==> src/rtl/id_ex_stage_reg_if.sv <==
// ID/EX bundle: decoder controls and operands in, EX-side copies out.
// The DUT takes the slave view; the ID-side driver takes the master view.
interface id_ex_if #(
    parameter int DATA_W     = 64,
    parameter int REG_ADDR_W = 5
);
    logic                  id_valid;
    logic [1:0]            id_ALUOp;
    logic                  id_Branch;
    logic                  id_MemRead;
    logic                  id_MemtoReg;
    logic                  id_MemWrite;
    logic                  id_ALUSrc;
    logic                  id_Regwrite;
    logic [DATA_W-1:0]     id_pc;
    logic [DATA_W-1:0]     id_rs1_data;
    logic [DATA_W-1:0]     id_rs2_data;
    logic [DATA_W-1:0]     id_imm;
    logic [REG_ADDR_W-1:0] id_rs1;
    logic [REG_ADDR_W-1:0] id_rs2;
    logic [REG_ADDR_W-1:0] id_rd;
    logic [3:0]            id_funct;

    logic                  ex_valid;
    logic [1:0]            ex_ALUOp;
    logic                  ex_Branch;
    logic                  ex_MemRead;
    logic                  ex_MemtoReg;
    logic                  ex_MemWrite;
    logic                  ex_ALUSrc;
    logic                  ex_Regwrite;
    logic [DATA_W-1:0]     ex_pc;
    logic [DATA_W-1:0]     ex_rs1_data;
    logic [DATA_W-1:0]     ex_rs2_data;
    logic [DATA_W-1:0]     ex_imm;
    logic [REG_ADDR_W-1:0] ex_rs1;
    logic [REG_ADDR_W-1:0] ex_rs2;
    logic [REG_ADDR_W-1:0] ex_rd;
    logic [3:0]            ex_funct;

    modport master (
        output id_valid, id_ALUOp, id_Branch, id_MemRead,
        output id_MemtoReg, id_MemWrite, id_ALUSrc, id_Regwrite,
        output id_pc, id_rs1_data, id_rs2_data, id_imm,
        output id_rs1, id_rs2, id_rd, id_funct,
        input  ex_valid, ex_ALUOp, ex_Branch, ex_MemRead,
        input  ex_MemtoReg, ex_MemWrite, ex_ALUSrc, ex_Regwrite,
        input  ex_pc, ex_rs1_data, ex_rs2_data, ex_imm,
        input  ex_rs1, ex_rs2, ex_rd, ex_funct
    );

    modport slave (
        input  id_valid, id_ALUOp, id_Branch, id_MemRead,
        input  id_MemtoReg, id_MemWrite, id_ALUSrc, id_Regwrite,
        input  id_pc, id_rs1_data, id_rs2_data, id_imm,
        input  id_rs1, id_rs2, id_rd, id_funct,
        output ex_valid, ex_ALUOp, ex_Branch, ex_MemRead,
        output ex_MemtoReg, ex_MemWrite, ex_ALUSrc, ex_Regwrite,
        output ex_pc, ex_rs1_data, ex_rs2_data, ex_imm,
        output ex_rs1, ex_rs2, ex_rd, ex_funct
    );
endinterface

==> src/rtl/id_ex_stage_reg.sv <==
// ID/EX pipeline register with load-use bubble insertion, flush and hold.
// Define ID_EX_PERF_EN to add bubble_count / flush_count counters.
module id_ex_stage_reg #(
    parameter int DATA_W     = 64,
    parameter int REG_ADDR_W = 5
) (
    input  logic        clk,
    input  logic        reset_n,
    id_ex_if.slave      bus,
    input  logic        flush,
    input  logic        hold,
`ifdef ID_EX_PERF_EN
    output logic [31:0] bubble_count,
    output logic [31:0] flush_count,
`endif
    output logic        hazard_stall
);

    typedef struct packed {
        logic                  valid;
        logic [1:0]            alu_op;
        logic                  branch;
        logic                  mem_read;
        logic                  mem_to_reg;
        logic                  mem_write;
        logic                  alu_src;
        logic                  reg_write;
        logic [DATA_W-1:0]     pc;
        logic [DATA_W-1:0]     rs1_data;
        logic [DATA_W-1:0]     rs2_data;
        logic [DATA_W-1:0]     imm;
        logic [REG_ADDR_W-1:0] rs1;
        logic [REG_ADDR_W-1:0] rs2;
        logic [REG_ADDR_W-1:0] rd;
        logic [3:0]            funct;
    } ex_slot_t;

    ex_slot_t r_ex;
    ex_slot_t w_cap;
    logic     w_ex_load;
    logic     w_use_rs1;
    logic     w_use_rs2;
    logic     w_hz;
    logic     w_clear;

    // addi also raises MemRead, so a real load needs MemtoReg too
    assign w_ex_load = r_ex.valid & r_ex.mem_read & r_ex.mem_to_reg;
    assign w_use_rs1 = bus.id_valid;
    assign w_use_rs2 = bus.id_valid & (~bus.id_ALUSrc | bus.id_MemWrite);

    assign w_hz = w_ex_load && (r_ex.rd != '0) &&
                  ((w_use_rs1 && (r_ex.rd == bus.id_rs1)) ||
                   (w_use_rs2 && (r_ex.rd == bus.id_rs2)));

    assign hazard_stall = w_hz & ~flush;
    assign w_clear      = flush | (w_hz & ~hold);

    always_comb begin
        w_cap            = '0;
        w_cap.valid      = bus.id_valid;
        w_cap.pc         = bus.id_pc;
        w_cap.rs1_data   = bus.id_rs1_data;
        w_cap.rs2_data   = bus.id_rs2_data;
        w_cap.imm        = bus.id_imm;
        w_cap.rs1        = bus.id_rs1;
        w_cap.rs2        = bus.id_rs2;
        w_cap.rd         = bus.id_rd;
        w_cap.funct      = bus.id_funct;
        // gated so decoder don't-cares on stores/branches never leak
        if (bus.id_valid) begin
            w_cap.alu_op     = bus.id_ALUOp;
            w_cap.branch     = bus.id_Branch;
            w_cap.mem_read   = bus.id_MemRead;
            w_cap.mem_to_reg = bus.id_MemtoReg & bus.id_Regwrite;
            w_cap.mem_write  = bus.id_MemWrite;
            w_cap.alu_src    = bus.id_ALUSrc;
            w_cap.reg_write  = bus.id_Regwrite;
        end
    end

    always_ff @(posedge clk or negedge reset_n) begin
        if (!reset_n) begin
            r_ex <= '0;
        end else if (w_clear) begin
            r_ex <= '0;
        end else if (!hold) begin
            r_ex <= w_cap;
        end
    end

`ifdef ID_EX_PERF_EN
    logic [31:0] r_bubble_cnt;
    logic [31:0] r_flush_cnt;

    always_ff @(posedge clk or negedge reset_n) begin
        if (!reset_n) begin
            r_bubble_cnt <= '0;
            r_flush_cnt  <= '0;
        end else begin
            if (w_hz && !flush && !hold)
                r_bubble_cnt <= r_bubble_cnt + 32'd1;
            if (flush)
                r_flush_cnt <= r_flush_cnt + 32'd1;
        end
    end

    assign bubble_count = r_bubble_cnt;
    assign flush_count  = r_flush_cnt;
`endif

    assign bus.ex_valid    = r_ex.valid;
    assign bus.ex_ALUOp    = r_ex.alu_op;
    assign bus.ex_Branch   = r_ex.branch;
    assign bus.ex_MemRead  = r_ex.mem_read;
    assign bus.ex_MemtoReg = r_ex.mem_to_reg;
    assign bus.ex_MemWrite = r_ex.mem_write;
    assign bus.ex_ALUSrc   = r_ex.alu_src;
    assign bus.ex_Regwrite = r_ex.reg_write;
    assign bus.ex_pc       = r_ex.pc;
    assign bus.ex_rs1_data = r_ex.rs1_data;
    assign bus.ex_rs2_data = r_ex.rs2_data;
    assign bus.ex_imm      = r_ex.imm;
    assign bus.ex_rs1      = r_ex.rs1;
    assign bus.ex_rs2      = r_ex.rs2;
    assign bus.ex_rd       = r_ex.rd;
    assign bus.ex_funct    = r_ex.funct;

endmodule

==> src/flat_wrapper.sv <==
// flat-port wrapper written by rule: the top's interface ports become plain ports
module id_ex_stage_reg_flat 
#(
    parameter int DATA_W     = 64,
    parameter int REG_ADDR_W = 5
)
  (clk, reset_n, flush, hold, hazard_stall, bus_id_valid, bus_id_ALUOp, bus_id_Branch, bus_id_MemRead, bus_id_MemtoReg, bus_id_MemWrite, bus_id_ALUSrc, bus_id_Regwrite, bus_id_pc, bus_id_rs1_data, bus_id_rs2_data, bus_id_imm, bus_id_rs1, bus_id_rs2, bus_id_rd, bus_id_funct, bus_ex_valid, bus_ex_ALUOp, bus_ex_Branch, bus_ex_MemRead, bus_ex_MemtoReg, bus_ex_MemWrite, bus_ex_ALUSrc, bus_ex_Regwrite, bus_ex_pc, bus_ex_rs1_data, bus_ex_rs2_data, bus_ex_imm, bus_ex_rs1, bus_ex_rs2, bus_ex_rd, bus_ex_funct);
  id_ex_if #(.DATA_W(DATA_W), .REG_ADDR_W(REG_ADDR_W)) bus_i ();
  input  logic clk;
  input  logic reset_n;
  input  logic flush;
  input  logic hold;
  output logic hazard_stall;
  input wire logic [$bits(bus_i.id_valid)-1:0] bus_id_valid;
  input wire logic [$bits(bus_i.id_ALUOp)-1:0] bus_id_ALUOp;
  input wire logic [$bits(bus_i.id_Branch)-1:0] bus_id_Branch;
  input wire logic [$bits(bus_i.id_MemRead)-1:0] bus_id_MemRead;
  input wire logic [$bits(bus_i.id_MemtoReg)-1:0] bus_id_MemtoReg;
  input wire logic [$bits(bus_i.id_MemWrite)-1:0] bus_id_MemWrite;
  input wire logic [$bits(bus_i.id_ALUSrc)-1:0] bus_id_ALUSrc;
  input wire logic [$bits(bus_i.id_Regwrite)-1:0] bus_id_Regwrite;
  input wire logic [$bits(bus_i.id_pc)-1:0] bus_id_pc;
  input wire logic [$bits(bus_i.id_rs1_data)-1:0] bus_id_rs1_data;
  input wire logic [$bits(bus_i.id_rs2_data)-1:0] bus_id_rs2_data;
  input wire logic [$bits(bus_i.id_imm)-1:0] bus_id_imm;
  input wire logic [$bits(bus_i.id_rs1)-1:0] bus_id_rs1;
  input wire logic [$bits(bus_i.id_rs2)-1:0] bus_id_rs2;
  input wire logic [$bits(bus_i.id_rd)-1:0] bus_id_rd;
  input wire logic [$bits(bus_i.id_funct)-1:0] bus_id_funct;
  output wire logic [$bits(bus_i.ex_valid)-1:0] bus_ex_valid;
  output wire logic [$bits(bus_i.ex_ALUOp)-1:0] bus_ex_ALUOp;
  output wire logic [$bits(bus_i.ex_Branch)-1:0] bus_ex_Branch;
  output wire logic [$bits(bus_i.ex_MemRead)-1:0] bus_ex_MemRead;
  output wire logic [$bits(bus_i.ex_MemtoReg)-1:0] bus_ex_MemtoReg;
  output wire logic [$bits(bus_i.ex_MemWrite)-1:0] bus_ex_MemWrite;
  output wire logic [$bits(bus_i.ex_ALUSrc)-1:0] bus_ex_ALUSrc;
  output wire logic [$bits(bus_i.ex_Regwrite)-1:0] bus_ex_Regwrite;
  output wire logic [$bits(bus_i.ex_pc)-1:0] bus_ex_pc;
  output wire logic [$bits(bus_i.ex_rs1_data)-1:0] bus_ex_rs1_data;
  output wire logic [$bits(bus_i.ex_rs2_data)-1:0] bus_ex_rs2_data;
  output wire logic [$bits(bus_i.ex_imm)-1:0] bus_ex_imm;
  output wire logic [$bits(bus_i.ex_rs1)-1:0] bus_ex_rs1;
  output wire logic [$bits(bus_i.ex_rs2)-1:0] bus_ex_rs2;
  output wire logic [$bits(bus_i.ex_rd)-1:0] bus_ex_rd;
  output wire logic [$bits(bus_i.ex_funct)-1:0] bus_ex_funct;
  assign bus_i.id_valid = bus_id_valid;
  assign bus_i.id_ALUOp = bus_id_ALUOp;
  assign bus_i.id_Branch = bus_id_Branch;
  assign bus_i.id_MemRead = bus_id_MemRead;
  assign bus_i.id_MemtoReg = bus_id_MemtoReg;
  assign bus_i.id_MemWrite = bus_id_MemWrite;
  assign bus_i.id_ALUSrc = bus_id_ALUSrc;
  assign bus_i.id_Regwrite = bus_id_Regwrite;
  assign bus_i.id_pc = bus_id_pc;
  assign bus_i.id_rs1_data = bus_id_rs1_data;
  assign bus_i.id_rs2_data = bus_id_rs2_data;
  assign bus_i.id_imm = bus_id_imm;
  assign bus_i.id_rs1 = bus_id_rs1;
  assign bus_i.id_rs2 = bus_id_rs2;
  assign bus_i.id_rd = bus_id_rd;
  assign bus_i.id_funct = bus_id_funct;
  assign bus_ex_valid = bus_i.ex_valid;
  assign bus_ex_ALUOp = bus_i.ex_ALUOp;
  assign bus_ex_Branch = bus_i.ex_Branch;
  assign bus_ex_MemRead = bus_i.ex_MemRead;
  assign bus_ex_MemtoReg = bus_i.ex_MemtoReg;
  assign bus_ex_MemWrite = bus_i.ex_MemWrite;
  assign bus_ex_ALUSrc = bus_i.ex_ALUSrc;
  assign bus_ex_Regwrite = bus_i.ex_Regwrite;
  assign bus_ex_pc = bus_i.ex_pc;
  assign bus_ex_rs1_data = bus_i.ex_rs1_data;
  assign bus_ex_rs2_data = bus_i.ex_rs2_data;
  assign bus_ex_imm = bus_i.ex_imm;
  assign bus_ex_rs1 = bus_i.ex_rs1;
  assign bus_ex_rs2 = bus_i.ex_rs2;
  assign bus_ex_rd = bus_i.ex_rd;
  assign bus_ex_funct = bus_i.ex_funct;
  id_ex_stage_reg #(.DATA_W(DATA_W), .REG_ADDR_W(REG_ADDR_W)) u_core (.clk(clk), .reset_n(reset_n), .bus(bus_i), .flush(flush), .hold(hold), .hazard_stall(hazard_stall));
endmodule
==> config.mk <==
export PLATFORM = sky130hd
export DESIGN_NAME = id_ex_stage_reg_flat
export DESIGN_NICKNAME = d
export VERILOG_FILES = /design/src/rtl/id_ex_stage_reg_if.sv /design/src/rtl/id_ex_stage_reg.sv /design/src/flat_wrapper.sv
export SDC_FILE = /design/constraint.sdc
export NUM_CORES = 1
export LEC_CHECK = 0
export ABC_AREA = 1
export BUFFER_PORTS_ARGS = -buffer_cell sky130_fd_sc_hd__buf_2
export CAP_MARGIN = 20
export CORE_AREA = 5 5 217 219
export DETAILED_ROUTE_END_ITERATION = 16
export DIE_AREA = 0 0 222 224
export SYNTH_ARGS = -nofsm -noshare
export SYNTH_HDL_FRONTEND = slang
export SYNTH_SLANG_ARGS = --single-unit
==> constraint.sdc <==
create_clock -name clk -period 2.3 [get_ports clk]
set_clock_uncertainty 0.15 [all_clocks]
set_input_delay 0.115 -clock clk [delete_from_list [all_inputs] [get_ports clk]]
set_output_delay 0.115 -clock clk [all_outputs]
set_load 0.01 [all_outputs]
==> results of run 1 <==
## critical path: stages (launching register included)
cell and delay, ns:
dfrtp_1 0.43, inv_1 0.09, nand2_1 0.07, nand2_1 0.06
nor2_2 0.12, nand3_2 0.11, nand2_4 0.15, nand3_4 0.13
nand2_4 0.17, nor2_1 0.06, dlygate4sd3_1 0.55
## worst max path at each step
stage / cells past startpoint / slack (ns) / from / end
after global routing: 6 / 0.004 / u_core.bus.ex_valid / hazard_stall
final: 10 / 0.1 / u_core.bus.ex_rd[4] / u_core.bus.ex_rs1[4]
after floorplan: 11 / 0.66 / u_core.bus.ex_rd[2] / u_core.bus.ex_pc[33]
after detailed placement: 11 / 0.20 / u_core.bus.ex_rd[3] / u_core.bus.ex_rs1_data[16]
after global placement: 8 / 0.26 / u_core.bus.ex_valid / u_core.bus.ex_rs2_data[61]
after CTS: 9 / 0.03 / u_core.bus.ex_rd[4] / hazard_stall
## what timing repair did
action                                  CTS  global route
hold endpoints to repair                568             0
gates resized for setup                   1            10
pin swaps                                 0             5
endpoints found under the setup margin    1            55
setup buffers                             0             1
gates cloned                              0             2
hold buffers                            325             0
## flip-flops by register name, indices dropped and copies added, names as in the netlist
register and cells:
u_core.bus.ex_ALUSrc 1, u_core.bus.ex_rs1_data 64, u_core.bus.ex_pc 64, u_core.bus.ex_MemRead 1, u_core.bus.ex_imm 64, u_core.bus.ex_funct 4, u_core.bus.ex_Regwrite 1, u_core.bus.ex_ALUOp 2
u_core.bus.ex_rs2_data 64, u_core.bus.ex_valid 1, u_core.bus.ex_Branch 1, u_core.bus.ex_MemtoReg 1, u_core.bus.ex_MemWrite 1, u_core.bus.ex_rs2 5, u_core.bus.ex_rd 5, u_core.bus.ex_rs1 5
## kinds of logic after synthesis
| logic type | count (synthesis) | share of synthesized area [%] |
|---|---|---|
| buffers and inverters | 90 | 4.09 |
| AND/OR/NAND/NOR | 363 | 12.0 |
| XOR/XNOR | 1 | 0.0748 |
| flip-flops | 284 | 60.7 |
| AO/OA/AOI/OAI | 9 | 0.385 |
| multiplexers | 266 | 22.7 |
## cells in the final DEF (no fill, tap or decap), types with 3 or more instances in the layout
| cell type | count |
|---|---|
| nand4_1 | 10 |
| clkbuf_8 | 7 |
| dlygate4sd3_1 | 324 |
| mux2i_1 | 266 |
| nand3_1 | 11 |
| nor2_1 | 291 |
| buf_12 | 11 |
| a21oi_1 | 9 |
| inv_1 | 22 |
| nand2_1 | 43 |
| clkbuf_16 | 31 |
| clkinv_2 | 7 |
| buf_4 | 27 |
| buf_2 | 570 |
| dfrtp_1 | 282 |
| clkbuf_1 | 4 |
| nand2_4 | 3 |
## metrics by stage
step	setup WS [ns]	hold WS [ns]	std cells	total power (uW)
floorplan	0.664	-0.331	1013	6300
global placement	0.255	-0.0116	2157	7170
detailed placement	0.197	-0.00989	2157	7200
CTS	0.0321	0.158	2534	12300
global route	0.00434	0.203	2537	12800
finish	0.0959	0.188	2537	12200
## final cells by class
type                       count  area, um2  area share, %
timing repair buffer         935       6580           33.4
tap                          600        751           3.82
clock buffer                  42        887           4.51
multi-input combinational    641       4190           21.3
inverter                      25       93.8          0.477
sequential                   284       7110           36.1
clock inverter                10       60.1          0.305
## layer usage
layer	routed length (um)	vias to the layer above
met2	22100	491
met3	3500	116
met5	0	-
met4	1750	0
met1	16900	5242
li1	-	5140
## power groups by stage
| stage | logic, uW | clock network [uW] | registers, uW |
|---|---|---|---|
| after floorplan | 656 | 0 | 5640 |
| after global placement | 1650 | 0 | 5520 |
| after detailed placement | 1670 | 0 | 5530 |
| after CTS | 2120 | 4770 | 5440 |
| after global routing | 2330 | 4970 | 5480 |
| final | 2140 | 4660 | 5450 |
==> Implementation_results.wiki, run 1 <==
{| class="wikitable"
! Metric !! Value
|-
| Final Cell Area || 19700 um2
|-
| Share of async-settable or async-resettable flops after synthesis || 100%
|-
| Final critical path time including I/O delays and setup || 2.20 ns
|-
| Switching pwr || 3200 uW
|-
| Final Max Tran Viols || 0
|-
| Leakage power figure || 0.0108 uW
|-
| Synth Instances || 1013
|-
| Core Box Area || 44900 um2
|-
| Routed len/inst || 17.5 um
|-
| Area share of the largest cell type after synthesis || 60.7%
|-
| Data arrival, critical path || 2.50 ns
|-
| Num rows || 78
|-
| Post-Synthesis Cell Area || 11700 um2
|-
| Overflow left after global routing || 0
|-
| Starting density of the core || 26.1%
|-
| Maximum number of pins on one net before global-route repair || 105
|-
| Post-synth net total || 1301
|-
| Global routing met2 resource utilization || 30.0%
|-
| Result of the run || complete, no violations
|-
| FF+latch count, synth || 284
|-
| Via-to-Cell Ratio || 4.33
|-
| Antenna violations before repair || 1
|-
| Reg-to-reg endpoint || u_core.bus.ex_rs1[4]
|-
| Grt peak-use layer || met2
|-
| Share of synthesized area occupied by flip-flops and latches || 60.7%
|-
| Final weighted congestion in routability-driven placement || 0.846
|-
| Global Route Usage Sum || 16.9%
|-
| Detailed placer's ending HPWL || 29900 um
|-
| Number of antenna cells inserted || 0
|-
| Synth warn || 0
|-
| Met1 Usage GRT || 19.2%
|-
| Violation count after the first detailed-route iteration || 554
|-
| Detailed Routing Iterations Pass 1 || 4
|-
| Buffer depth of the longest clock path || 3
|-
| Post-place instance area || 15400 um2
|-
| Via count of the first global-routing pass || 12138
|-
| Setup repair after global routing missed its margin || false
|-
| Cell taking the most area after synthesis || dfrtp_1
|-
| Required @ worst endpoint || 2.60 ns
|-
| Clock tree from TritonCTS || built
|-
| Crit Path Class || reg2reg
|-
| Total Wirelength || 44300 um
|-
| Clk pin slew, worst setup/hold paths || 0.06 ns
|-
| Num Clock Sinks || 284
|-
| Type of the most critical hold path || in2reg
|-
| Inserted Clock Buffers || 31
|-
| Final worst path period share || 95.8%
|-
| Number of inserted filler cells in the final layout || 4080
|-
| Overall die width || 222 um
|-
| Sw Ratio || 26.1%
|-
| Peak supply drop || 597 uV
|-
| Chip height || 224 um
|-
| Total negative slack for setup checks || 0 ns
|-
| Most numerous cell in the Yosys netlist || nor2_1
|-
| Measured slew at the worst slew-check pin || 0.838 ns
|-
| Number of nets with antenna violations after detailed routing || 0
|-
| Share of layout cells above drive strength 1 || 34.6%
|-
| Number of nets in the final layout || 2206
|-
| First-pass GRT wire length || 68200 um
|-
| Met3 track demand over resource in global routing || 4.89%
|-
| Clock Power Share || 38.0%
|-
| Number of port buffers || 572
|-
| Worst-Skew Late Latency || 0.56 ns
|-
| Top area cells in the synthesized netlist || dfrtp_1 61%, mux2i_1 23%, nor2_1 9.4%
|-
| Total power divided by cell area || 623 nW/um2
|-
| Area of the die || 49700 um2
|-
| CTS HTree Levels || 1
|-
| Hold-critical path endpoint || u_core.bus.ex_pc[45]
|-
| R2R cell count || 10
|-
| Comb pwr share || 17.5%
|-
| DR DRC count || 0
|-
| Crit end category || register
|-
| Launch point of the worst reg-to-reg path || u_core.bus.ex_rd[4]
|-
| Setup violations, final || 0
|-
| Instance count along the most critical hold path || 4
|-
| Post-Syn Area per Cell || 11.6 um2
|-
| Count of flip-flops with a built-in enable after synthesis || 0
|-
| Internal power component || 9050 uW
|-
| Critical path peak fanout || 6
|-
| Relative area change from synthesis to final layout || 67.9%
|-
| Critical path startpoint category || register
|-
| Count of different cell masters after synthesis || 16
|-
| Buffer type at the clock tree root || clkbuf_16
|-
| Part of the power in registers || 44.5%
|-
| Flop2flop setup slack || 0.1 ns
|-
| Main flop type after synthesis || dfrtp_1
|-
| Final number of hold-violating endpoints || 0
|-
| Worst hold path startpoint || bus_id_pc[45]
|-
| Maximum frequency from static timing analysis || 454 MHz
|-
| I/O pin count || 573
|-
| Max-capacitance violation count || 0
|-
| Final core occ || 43.8%
|-
| Total via count in the routed design || 10989
|-
| Headroom to the max-slew limit || 44.1%
|-
| Cell types with the highest counts after synthesis || 292 x nor2_1, 284 x dfrtp_1, 266 x mux2i_1
|}
(Power assumes the default switching activity.)
==> run 2: changes to the inputs <==
CORE_AREA = 2 2 220 222   (was 5 5 217 219)
==> run 2 against run 1 <==
Compared with the run above: clock-buffer cell count fell by 1; highest routed layer unchanged; combinational power fell by 2%; clock power rose by 7.5%; register-to-register slack improved by 0.09 ns; global-route usage fell by 0.80 points; final cell count fell by 0.20%; sequential share of layout area rose by 0.20 points; die area did not move; setup slack improved by 0.057 ns; routed wire length fell by 7.0%.
==> Implementation_results.wiki, run 2 (synthesis results as in run 1) <==
{| class="wikitable"
! Metric !! Value
|-
| Result of the run || complete, no violations
|-
| Share of layout cells above drive strength 1 || 35.5%
|-
| Data arrival, critical path || 1.88 ns
|-
| Buffer depth of the longest clock path || 3
|-
| First-pass GRT wire length || 64000 um
|-
| Number of port buffers || 572
|-
| Detailed Routing Iterations Pass 1 || 4
|-
| Total power divided by cell area || 642 nW/um2
|-
| Leading cell types in the layout, fill and taps excluded || 570 x buf_2, 301 x dlygate4sd3_1, 288 x nor2_1
|-
| Number of nets in the final layout || 2184
|-
| Worst-Skew Late Latency || 0.56 ns
|-
| Detailed placer's ending HPWL || 27700 um
|-
| Total Wirelength || 41200 um
|-
| Peak supply drop || 467 uV
|-
| Final Max Tran Viols || 0
|-
| Setup violations, final || 0
|-
| Clk pin slew, worst setup/hold paths || 0.07 ns
|-
| Crit Path Class || reg2out
|-
| Global Route Usage Sum || 16.1%
|-
| Area of the die || 49700 um2
|-
| Crit end category || output port
|-
| Required @ worst endpoint || 2.04 ns
|-
| Worst hold-check slack || 0.0597 ns
|-
| Final Cell Area || 19600 um2
|-
| Chip height || 224 um
|-
| Final worst path period share || 93.3%
|-
| Starting density of the core || 24.7%
|-
| Critical path startpoint category || register
|-
| I/O pin count || 573
|-
| Inserted Clock Buffers || 31
|-
| Clock tree from TritonCTS || built
|-
| Max-capacitance violation count || 0
|-
| Via count of the first global-routing pass || 11784
|-
| CTS HTree Levels || 1
|-
| Violation count after the first detailed-route iteration || 463
|-
| Maximum number of pins on one net before global-route repair || 80
|-
| Buffer type at the clock tree root || clkbuf_16
|-
| Most common cell after layout, fill and taps aside || buf_2
|-
| Post-place instance area || 15400 um2
|-
| Overflow left after global routing || 0
|-
| Final number of hold-violating endpoints || 0
|-
| Routed len/inst || 16.3 um
|-
| Total via count in the routed design || 10679
|-
| Final core occ || 41.3%
|-
| Antenna violations before repair || 1
|-
| DR DRC count || 0
|-
| Measured slew at the worst slew-check pin || 0.598 ns
|-
| Type of the most critical hold path || in2reg
|-
| Core Box Area || 47300 um2
|-
| Leakage power figure || 0.0108 uW
|-
| Critical path peak fanout || 5
|-
| Number of nets with antenna violations after detailed routing || 0
|-
| Setup repair after global routing missed its margin || false
|-
| Num Clock Sinks || 284
|-
| Num rows || 80
|-
| Maximum frequency from static timing analysis || 466 MHz
|-
| Relative area change from synthesis to final layout || 67.0%
|-
| Headroom to the max-slew limit || 60.2%
|-
| Via-to-Cell Ratio || 4.22
|-
| Final critical path time including I/O delays and setup || 2.15 ns
|-
| Final weighted congestion in routability-driven placement || 0.799
|-
| Overall die width || 222 um
|}
==> run 2: cell types whose count changed in the layout (fill, tap and decap cells not counted), moves of 3 or more <==
cell / previous run / this run
bufinv_16: 0 / 3
dlygate4sd3_1: 324 / 301
inv_1: 22 / 19
inv_2: 2 / 5
nor2_1: 291 / 288
==> run 2: area by class of cell <==
type	instances	area (um2)
Fill cell	4379	27800
Timing Repair Buffer	915	6380
Antenna cell	1	2.50
Multi-Input combinational cell	639	4180
Clock inverter	12	146
Tap cell	615	769
Sequential cell	284	7110
Inverter	25	93.8
Clock buffer	41	883
==> run 2: timing repair <==
item | in CTS | in global routing
gates cloned | 0 | 0
endpoints found under the setup margin | 158 | 170
hold buffers | 311 | 0
endpoints found under the hold margin | 568 | 0
resized for setup | 11 | 10
pin swaps | 3 | 2
setup buffers | 3 | 1
==> run 2: path summary, 6_finish.rpt <==
path,start,endpoint,slack [ns],depth (start not counted)
hold / removal,hold,u_core.bus.ex_Branch,0.06,4
setup reg to reg,u_core.bus.ex_rd[1],u_core.bus.ex_funct[3],0.19,11
max in group asynchronous,reset_n,u_core.bus.ex_funct[2],0.84,4
hold reg to reg,u_core.bus.ex_ALUOp[1],u_core.bus.ex_ALUOp[1],0.35,2
min in group asynchronous,reset_n,u_core.bus.ex_rs2_data[14],0.14,3
setup / recovery,u_core.bus.ex_rd[1],hazard_stall,0.15,10
==> run 2: power breakdown <==
group          switching, uW  internal [uW]  total, uW  leakage [uW]
combinational           1010           1090       2100       0.00649
clock                   2000           3010       5010      0.000503
sequential               166           5280       5440       0.00377
total                   3190           9370      12600        0.0108
==> run 2: worst max-delay path, stage by stage (launching register included) <==
cell and delay, ns:
dfrtp_1 0.43, inv_2 0.05, nand2_1 0.05, nand2_1 0.07
nor2_1 0.11, buf_4 0.11, nand3_1 0.09, nand2_2 0.11
nand2_4 0.07, nor2_2 0.08, buf_2 0.14
==> run 2: per-layer routing <==
layer | GRT usage [%] | part of all wire (%)
met2 | 29.5 | 51
met3 | 3.33 | 5.9
met4 | 4.75 | 2.2
met1 | 18.9 | 41
met5 | 0 | 0
==> run 2: per-stage QoR <==
step | power, uW | cells | setup slack, ns | TNS, ns
3_3_place_gp | 7150 | 2169 | -0.0198 | -0.494
6_report | 12600 | 2532 | 0.153 | 0
3_5_place_dp | 7190 | 2169 | -0.0295 | -0.362
2_1_floorplan | 6300 | 1013 | 0.664 | 0
5_1_grt | 13100 | 2532 | 0.00399 | 0
4_1_cts | 12700 | 2536 | 0.0356 | 0
